File: src/rtl/wb_fuzz_pkg.sv
// Shared definitions for the Wishbone fuzz responder.
//   resp_state_t  : responder FSM states
//   STATUS_*      : bit positions of the fields in the STATUS register (reg 0)
//   merge_bytes() : byte-lane merge of write data over an old register value
package wb_fuzz_pkg;

  typedef enum logic [1:0] {
    IDLE    = 2'd0,
    WAIT    = 2'd1,
    RESPOND = 2'd2
  } resp_state_t;

  localparam int STATUS_TXN_LSB = 0;   // txn_count occupies [15:0]
  localparam int STATUS_INT_BIT = 16;  // int_ flag
  localparam int STATUS_ERR_LSB = 24;  // err_count occupies [31:24]

  // Byte lane n of sel selects new_val[8n+7:8n]; other lanes keep old_val.
  function automatic logic [31:0] merge_bytes(input logic [31:0] old_val,
                                              input logic [31:0] new_val,
                                              input logic [3:0]  sel);
    logic [31:0] r;
    r = old_val;
    for (int i = 0; i < 4; i++) begin
      if (sel[i]) r[8*i +: 8] = new_val[8*i +: 8];
    end
    return r;
  endfunction

endpackage

File: src/rtl/wb_fuzz_regfile.sv
// Read/write register bank for regs 1..NUM_REGS-1 of the fuzz responder.
// Index 0 (STATUS) is not stored here; a read of index 0 returns 0 and a
// write to index 0 is ignored.
//   clk, rst_n : clock, async active-low reset (all registers reset to 0)
//   we         : write strobe for one cycle
//   widx       : write register index
//   wdata/sel  : write data and byte-lane enables
//   ridx       : combinational read index
//   rdata      : combinational read data
module wb_fuzz_regfile
  import wb_fuzz_pkg::*;
#(
  parameter int NUM_REGS = 16,
  parameter int IW       = $clog2(NUM_REGS)
) (
  input  logic          clk,
  input  logic          rst_n,
  input  logic          we,
  input  logic [IW-1:0] widx,
  input  logic [31:0]   wdata,
  input  logic [3:0]    sel,
  input  logic [IW-1:0] ridx,
  output logic [31:0]   rdata
);

  logic [31:0] regs [1:NUM_REGS-1];

  always_ff @(posedge clk or negedge rst_n) begin
    if (!rst_n) begin
      for (int i = 1; i < NUM_REGS; i++) regs[i] <= '0;
    end else if (we) begin
      for (int i = 1; i < NUM_REGS; i++) begin
        if (widx == IW'(i)) regs[i] <= merge_bytes(regs[i], wdata, sel);
      end
    end
  end

  always_comb begin
    rdata = '0;
    for (int i = 1; i < NUM_REGS; i++) begin
      if (ridx == IW'(i)) rdata = regs[i];
    end
  end

endmodule

File: src/rtl/wb_fuzz_responder.sv
// Wishbone classic responder used as a deterministic fuzzing target.
// Each request is captured in IDLE, held for WAIT_CYCLES wait states and
// answered with a single-cycle wb_ack or wb_err. Errors set a sticky
// interrupt and bump a saturating error counter; acks bump a saturating
// transaction counter. Writing STATUS (reg 0) clears both counters and int_.
//   clk, rst_n         : clock, async active-low reset
//   wb_addr/wb_data    : byte address, write data
//   wb_sel             : byte-lane enables
//   wb_stb/wb_cyc/wb_we: strobe, cycle, write enable
//   wb_data_o          : read data, valid with wb_ack, held until next response
//   wb_ack/wb_err      : one-cycle response pulses
//   int_               : sticky error interrupt
//   txn_count/err_count: saturating ack / err counters
module wb_fuzz_responder
  import wb_fuzz_pkg::*;
#(
  parameter int          NUM_REGS    = 16,
  parameter logic [31:0] ADDR_BASE   = 32'h0000_0000,
  parameter int          WAIT_CYCLES = 2
) (
  input  logic        clk,
  input  logic        rst_n,
  input  logic [31:0] wb_addr,
  input  logic [31:0] wb_data,
  input  logic [3:0]  wb_sel,
  input  logic        wb_stb,
  input  logic        wb_cyc,
  input  logic        wb_we,
  output logic [31:0] wb_data_o,
  output logic        wb_ack,
  output logic        wb_err,
  output logic        int_,
  output logic [15:0] txn_count,
  output logic [7:0]  err_count
);

  localparam int IW = $clog2(NUM_REGS);

  resp_state_t state, state_d;
  logic [7:0]  cnt, cnt_d;

  logic [31:0] cap_addr, cap_data;
  logic [3:0]  cap_sel;
  logic        cap_we;

  logic        req;
  logic [31:0] eff_addr, eff_data;
  logic [3:0]  eff_sel;
  logic        eff_we;
  logic [31:0] offset;
  logic [29:0] word;
  logic        dec_err;
  logic [IW-1:0] idx;
  logic        fire;
  logic        rf_we;
  logic [31:0] rf_rdata;
  logic [31:0] status_val;
  logic [31:0] read_val;

  assign req = wb_cyc & wb_stb;

  // With zero wait states the response is produced on the same edge that
  // would capture the request, so decode works on the live bus in IDLE and
  // on the captured copy otherwise.
  assign eff_addr = (state == IDLE) ? wb_addr : cap_addr;
  assign eff_data = (state == IDLE) ? wb_data : cap_data;
  assign eff_sel  = (state == IDLE) ? wb_sel  : cap_sel;
  assign eff_we   = (state == IDLE) ? wb_we   : cap_we;

  assign offset  = eff_addr - ADDR_BASE;
  assign word    = offset[31:2];
  assign dec_err = (offset[1:0] != 2'b00) || ({2'b00, word} >= 32'(NUM_REGS));
  assign idx     = word[IW-1:0];

  // Entering RESPOND is the edge that commits the response.
  assign fire  = (state_d == RESPOND);
  assign rf_we = fire && eff_we && !dec_err && (idx != '0);

  always_ff @(posedge clk or negedge rst_n) begin
    if (!rst_n) begin
      state <= IDLE;
      cnt   <= '0;
    end else begin
      state <= state_d;
      cnt   <= cnt_d;
    end
  end

  always_comb begin
    state_d = state;
    cnt_d   = cnt;
    case (state)
      IDLE: begin
        if (req) begin
          if (WAIT_CYCLES > 0) begin
            state_d = WAIT;
            cnt_d   = 8'(WAIT_CYCLES);
          end else begin
            state_d = RESPOND;
          end
        end
      end
      WAIT: begin
        if (!req)            state_d = IDLE;
        else if (cnt == 8'd1) state_d = RESPOND;
        else                 cnt_d   = cnt - 8'd1;
      end
      RESPOND: state_d = IDLE;
      default: state_d = IDLE;
    endcase
  end

  always_comb begin
    status_val = '0;
    status_val[STATUS_TXN_LSB +: 16] = txn_count;
    status_val[STATUS_INT_BIT]       = int_;
    status_val[STATUS_ERR_LSB +: 8]  = err_count;
  end

  assign read_val = (idx == '0) ? status_val : rf_rdata;

  always_ff @(posedge clk or negedge rst_n) begin
    if (!rst_n) begin
      cap_addr  <= '0;
      cap_data  <= '0;
      cap_sel   <= '0;
      cap_we    <= 1'b0;
      wb_data_o <= '0;
      wb_ack    <= 1'b0;
      wb_err    <= 1'b0;
      int_      <= 1'b0;
      txn_count <= '0;
      err_count <= '0;
    end else begin
      wb_ack <= 1'b0;
      wb_err <= 1'b0;
      if (state == IDLE && req) begin
        cap_addr <= wb_addr;
        cap_data <= wb_data;
        cap_sel  <= wb_sel;
        cap_we   <= wb_we;
      end
      if (fire) begin
        if (dec_err) begin
          wb_err    <= 1'b1;
          wb_data_o <= '0;
          int_      <= 1'b1;
          if (err_count != 8'hFF) err_count <= err_count + 8'd1;
        end else begin
          wb_ack    <= 1'b1;
          wb_data_o <= eff_we ? 32'h0 : read_val;
          if (eff_we && idx == '0) begin
            // STATUS write: clears everything, its own ack is not counted.
            int_      <= 1'b0;
            txn_count <= '0;
            err_count <= '0;
          end else if (txn_count != 16'hFFFF) begin
            txn_count <= txn_count + 16'd1;
          end
        end
      end
    end
  end

  wb_fuzz_regfile #(
    .NUM_REGS (NUM_REGS),
    .IW       (IW)
  ) u_regfile (
    .clk   (clk),
    .rst_n (rst_n),
    .we    (rf_we),
    .widx  (idx),
    .wdata (eff_data),
    .sel   (eff_sel),
    .ridx  (idx),
    .rdata (rf_rdata)
  );

endmodule

File: config.mk
export PLATFORM = sky130hd
export DESIGN_NAME = wb_fuzz_responder
export DESIGN_NICKNAME = d
export VERILOG_FILES = /design/src/rtl/wb_fuzz_pkg.sv /design/src/rtl/wb_fuzz_regfile.sv /design/src/rtl/wb_fuzz_responder.sv
export SDC_FILE = /design/constraint.sdc
export NUM_CORES = 1
export LEC_CHECK = 0
export CAP_MARGIN = 20
export CORE_UTILIZATION = 55
export CTS_CLUSTER_DIAMETER = 50
export DETAILED_ROUTE_END_ITERATION = 10
export GPL_TIMING_DRIVEN = 1
export PLACE_DENSITY = 0.76
export SLEW_MARGIN = 20
export SYNTH_ARGS = -nofsm -noshare
export SYNTH_HDL_FRONTEND = slang
export SYNTH_SLANG_ARGS = --single-unit
File: constraint.sdc
create_clock -name clk -period 3.5 [get_ports clk]
set_input_delay 0.35 -clock clk [delete_from_list [all_inputs] [get_ports clk]]
set_output_delay 0.35 -clock clk [all_outputs]
set_load 0.01 [all_outputs]
==> results.ini <==
[outcome]
status = complete, no violations

[sta]
min_period_ns = 3.29
fin_crit_sh_pct = 94.1
finalSetupViolations = 0
fin_skew_ns = 0.0203
max_slew_margin_pct = 24.1
rsz0062_at_grt = false
slew_violations = 0
worstMarginPinSlew_ns = 1.14
fmax_mhz = 304
setup-tns-final_ns = 0
finalHoldViolCount = 0

[setup_path]
path_delay_family = simple AND/OR/NAND/NOR gates
endpoint_kind = flip-flop
slowest_stage = o311a_1
slowest_delay_ns = 0.62
cp_num_buf_inv = 1
path_class = flip-flop to flip-flop
crit_chain = nor2_4, mux2_2, buf_4, and3_1, o311a_1, nand4_1, xor2_1, nor2_1
cp.arrival_ns = 3.77
cp_max_fo = 19
required_ns = 3.98
start_kind = flip-flop

[pwr]
power.density_mw_per_mm2 = 506
peakVddDrop_mv = 0.426
seqPwrFrac_pct = 45.6
switching_share_pct = 25.5
cell_internal_pwr_mw = 12.2
p_clk_share_pct = 43.3
combinationalPowerShare_pct = 11.1
power_switching_mw = 4.17
leakage_nw = 14.5
p_total_mw = 16.4

[synthesis]
synthMuxAreaShare_pct = 5.13
netlist_instances = 2781
syn_area_mm2 = 0.0277
ys_ff_latch = 618
synth.distinct_cells = 66
synthAdderAreaFrac_pct = 0.181
ys_warn_count = 0
ys_async_sr_fraction_pct = 100
synth_xor_area_share_pct = 0.632
synth_seq_area_share_pct = 55.8
synth_top_family_by_area = compound AO/OA/AOI/OAI gates
postSynthAreaPerCell_um2 = 9.97
synthesis.nets = 2858
synth_edf_count = 0
synth_ff_type = dfrtp_1
synth_compound_area_share_pct = 21.6
yosys.area_share.simple_pct = 13.1

[drt]
firstDrtPassIters = 6
wl_per_cell_um = 23.1
drt_iter0_markers = 2828
vias = 23315
wl_um = 83300
antenna_left = 0
drcViolationCount = 0
vias_per_cell = 6.47

[placement]
gp_congestion = 0.913
io_buffers = 131
placed_area_mm2 = 0.0301
hpwl_um = 54300

[final_layout]
drive_gt1_share_pct = 13.0
syn_to_final_growth_pct = 16.6
n_antenna_cell = 0
ff_latch_area_mm2 = 0.0155
nFillCells = 3776
multiInputGateArea_mm2 = 0.0113
final_nets = 2975
final_area_mm2 = 0.0323

[die]
die_h_um = 226
rows = 81
core_mm2 = 0.0494
start_util_pct = 56.2
pin_count = 132
die_area_mm2 = 0.0513
die_x_um = 226

[global_routing]
grt_antenna_before_repair = 1
grt_pass1_wl_um = 131000
grt_pass1_vias = 23030
globalRouteOverflowTotal = 0
grt_max_degree = 121
grt.total_usage_pct = 33.3

[clock_network]
htreeDepth = 3
cts_buffers = 66
cts.sinks = 618
clock-root-buffer = clkbuf_16
clkSlewWorstSetupHoldPaths_ns = 0.06
cts_tree = done
clock_path_buffers = 3
worstSkewPairLatency_ns = 0.61

[run]
cap_violations = 0

[hold_path]
hp-class = input port to async pin

==> worst paths after layout <==
check / from / end / slack [ns] / cells after the start
setup / recovery: state[0] / txn_count[7] / 0.21 / 8
hold / removal: rst_n / cap_data[4] / 0.38 / 2
setup reg to reg: state[0] / txn_count[7] / 0.21 / 8
hold reg to reg: cap_data[30] / cap_data[30] / 0.50 / 1
max in group asynchronous: rst_n / u_regfile.regs[306] / 1.98 / 3
min in group clk: wb_addr[31] / cap_addr[31] / 0.38 / 2
==> per-layer routing <==
metal | vias up | GRT usage (%) | wire (um)
met5 | - | 0 | 16
met4 | 2 | 14.0 | 3500
met3 | 246 | 7.57 | 8160
met2 | 1315 | 52.6 | 38700
met1 | 11525 | 44.3 | 32900
li1 | 10227 | - | -
==> synth_stat cells, types with 5 or more instances <==
master	number	area (um2)
nand3_1	13	65.1
o221a_2	6	67.6
a221oi_1	45	394
o211ai_1	12	90.1
nor3_1	7	35.0
clkbuf_1	112	420
nor2_4	40	450
o221ai_1	27	236
a2bb2oi_1	10	87.6
a221o_1	44	440
a211oi_1	30	225
a22o_1	26	228
xnor2_1	5	43.8
a21oi_1	546	2730
nor2_1	541	2030
dfrtp_1	618	15500
buf_2	77	385
a22oi_1	12	90.1
o22ai_1	76	475
nand4_1	17	106
buf_4	10	75.1
o21ai_1	9	45.0
mux2i_1	61	611
and3_1	10	62.6
xor2_1	15	131
inv_1	10	37.5
o31ai_1	11	82.6
nor4_1	17	106
mux2_2	72	811
o21ai_0	100	500
a2111oi_0	6	52.6
buf_1	9	33.8
nand2_1	115	432
a32o_1	7	70.1
==> through the flow <==
stage | utilization, % | setup slack (ns) | instances | hold slack, ns
4_1_cts | 65.4 | 0.0506 | 3601 | 0.361
2_1_floorplan | - | 1.00 | 2781 | 0.0544
3_3_place_gp | 61.0 | 0.241 | 3489 | 0.432
6_report | 65.5 | 0.207 | 3605 | 0.379
5_1_grt | 65.5 | 0.00814 | 3605 | 0.382
3_5_place_dp | 61.0 | 0.128 | 3489 | 0.442
==> layout by cell type, fill, tap and decap left out, types with 15 or more instances in the layout <==
cell type,Yosys,final
nand4_1,17,17
mux2i_1,61,59
a221o_1,44,44
clkdlybuf4s50_1,0,130
nor2_4,40,42
buf_4,10,114
xor2_1,15,15
dfrtp_1,618,618
nor2_1,541,539
buf_12,0,15
nor4_1,17,17
mux2_2,72,72
o21ai_0,100,100
o221ai_1,27,27
nand2_1,115,115
a211oi_1,30,30
o22ai_1,76,76
a221oi_1,45,45
a22o_1,26,26
a21oi_1,546,546
clkbuf_16,0,69
==> registers in the layout, summed over array words and instances (netlist names), 2 cells and up <==
register,flops
cap_addr,32
cap_data,32
cap_sel,4
cnt,8
err_count,8
state,2
txn_count,16
u_regfile.regs,480
wb_data_o,32
==> cell type report <==
class | instances | share of cell area (%)
well taps | 664 | 2.57
inverters | 11 | 0.143
clock inverters | 26 | 1.01
clock buffers | 85 | 5.71
repair buffers | 261 | 7.68
flip-flops and latches | 618 | 47.8
multi-input cells | 1940 | 35.1
==> power groups by stage <==
stage               clock network, mW  registers [mW]  logic (mW)
floorplan                           0            7.54       0.950
global placement                    0            7.57        1.72
detailed placement                  0            7.58        1.76
CTS                              7.17            7.46        1.78
global route                     7.45            7.48        1.92
finish                           7.09            7.46        1.82
==> cells by family after synthesis <==
family,after synthesis
AOI/OAI and AO/OA,986
and+or+nand+nor,797
DFF,618
buffers and inverters,223
muxes,133
xor gates and xnor gates,20
adders and majority gates,4
==> worst register-to-register path: cells and delay by family, from the launching register on <==
family,cells,cell delay [ns]
flip-flops,1,0.53
multiplexers,1,0.44
AND/OR/NAND/NOR,4,1.22
buffers and inverters,1,0.17
XOR/XNOR,1,0.19
AO/OA/AOI/OAI,1,0.62
==> what timing repair did <==
item / 4_1_cts / 5_1_grt
resized for setup: 0 / 0
endpoints found under the setup margin: 0 / 17
setup buffers: 0 / 4
hold endpoints to repair: 86 / 0
hold buffers: 1 / 0
Note: power is estimated with default switching activity, not from simulation.
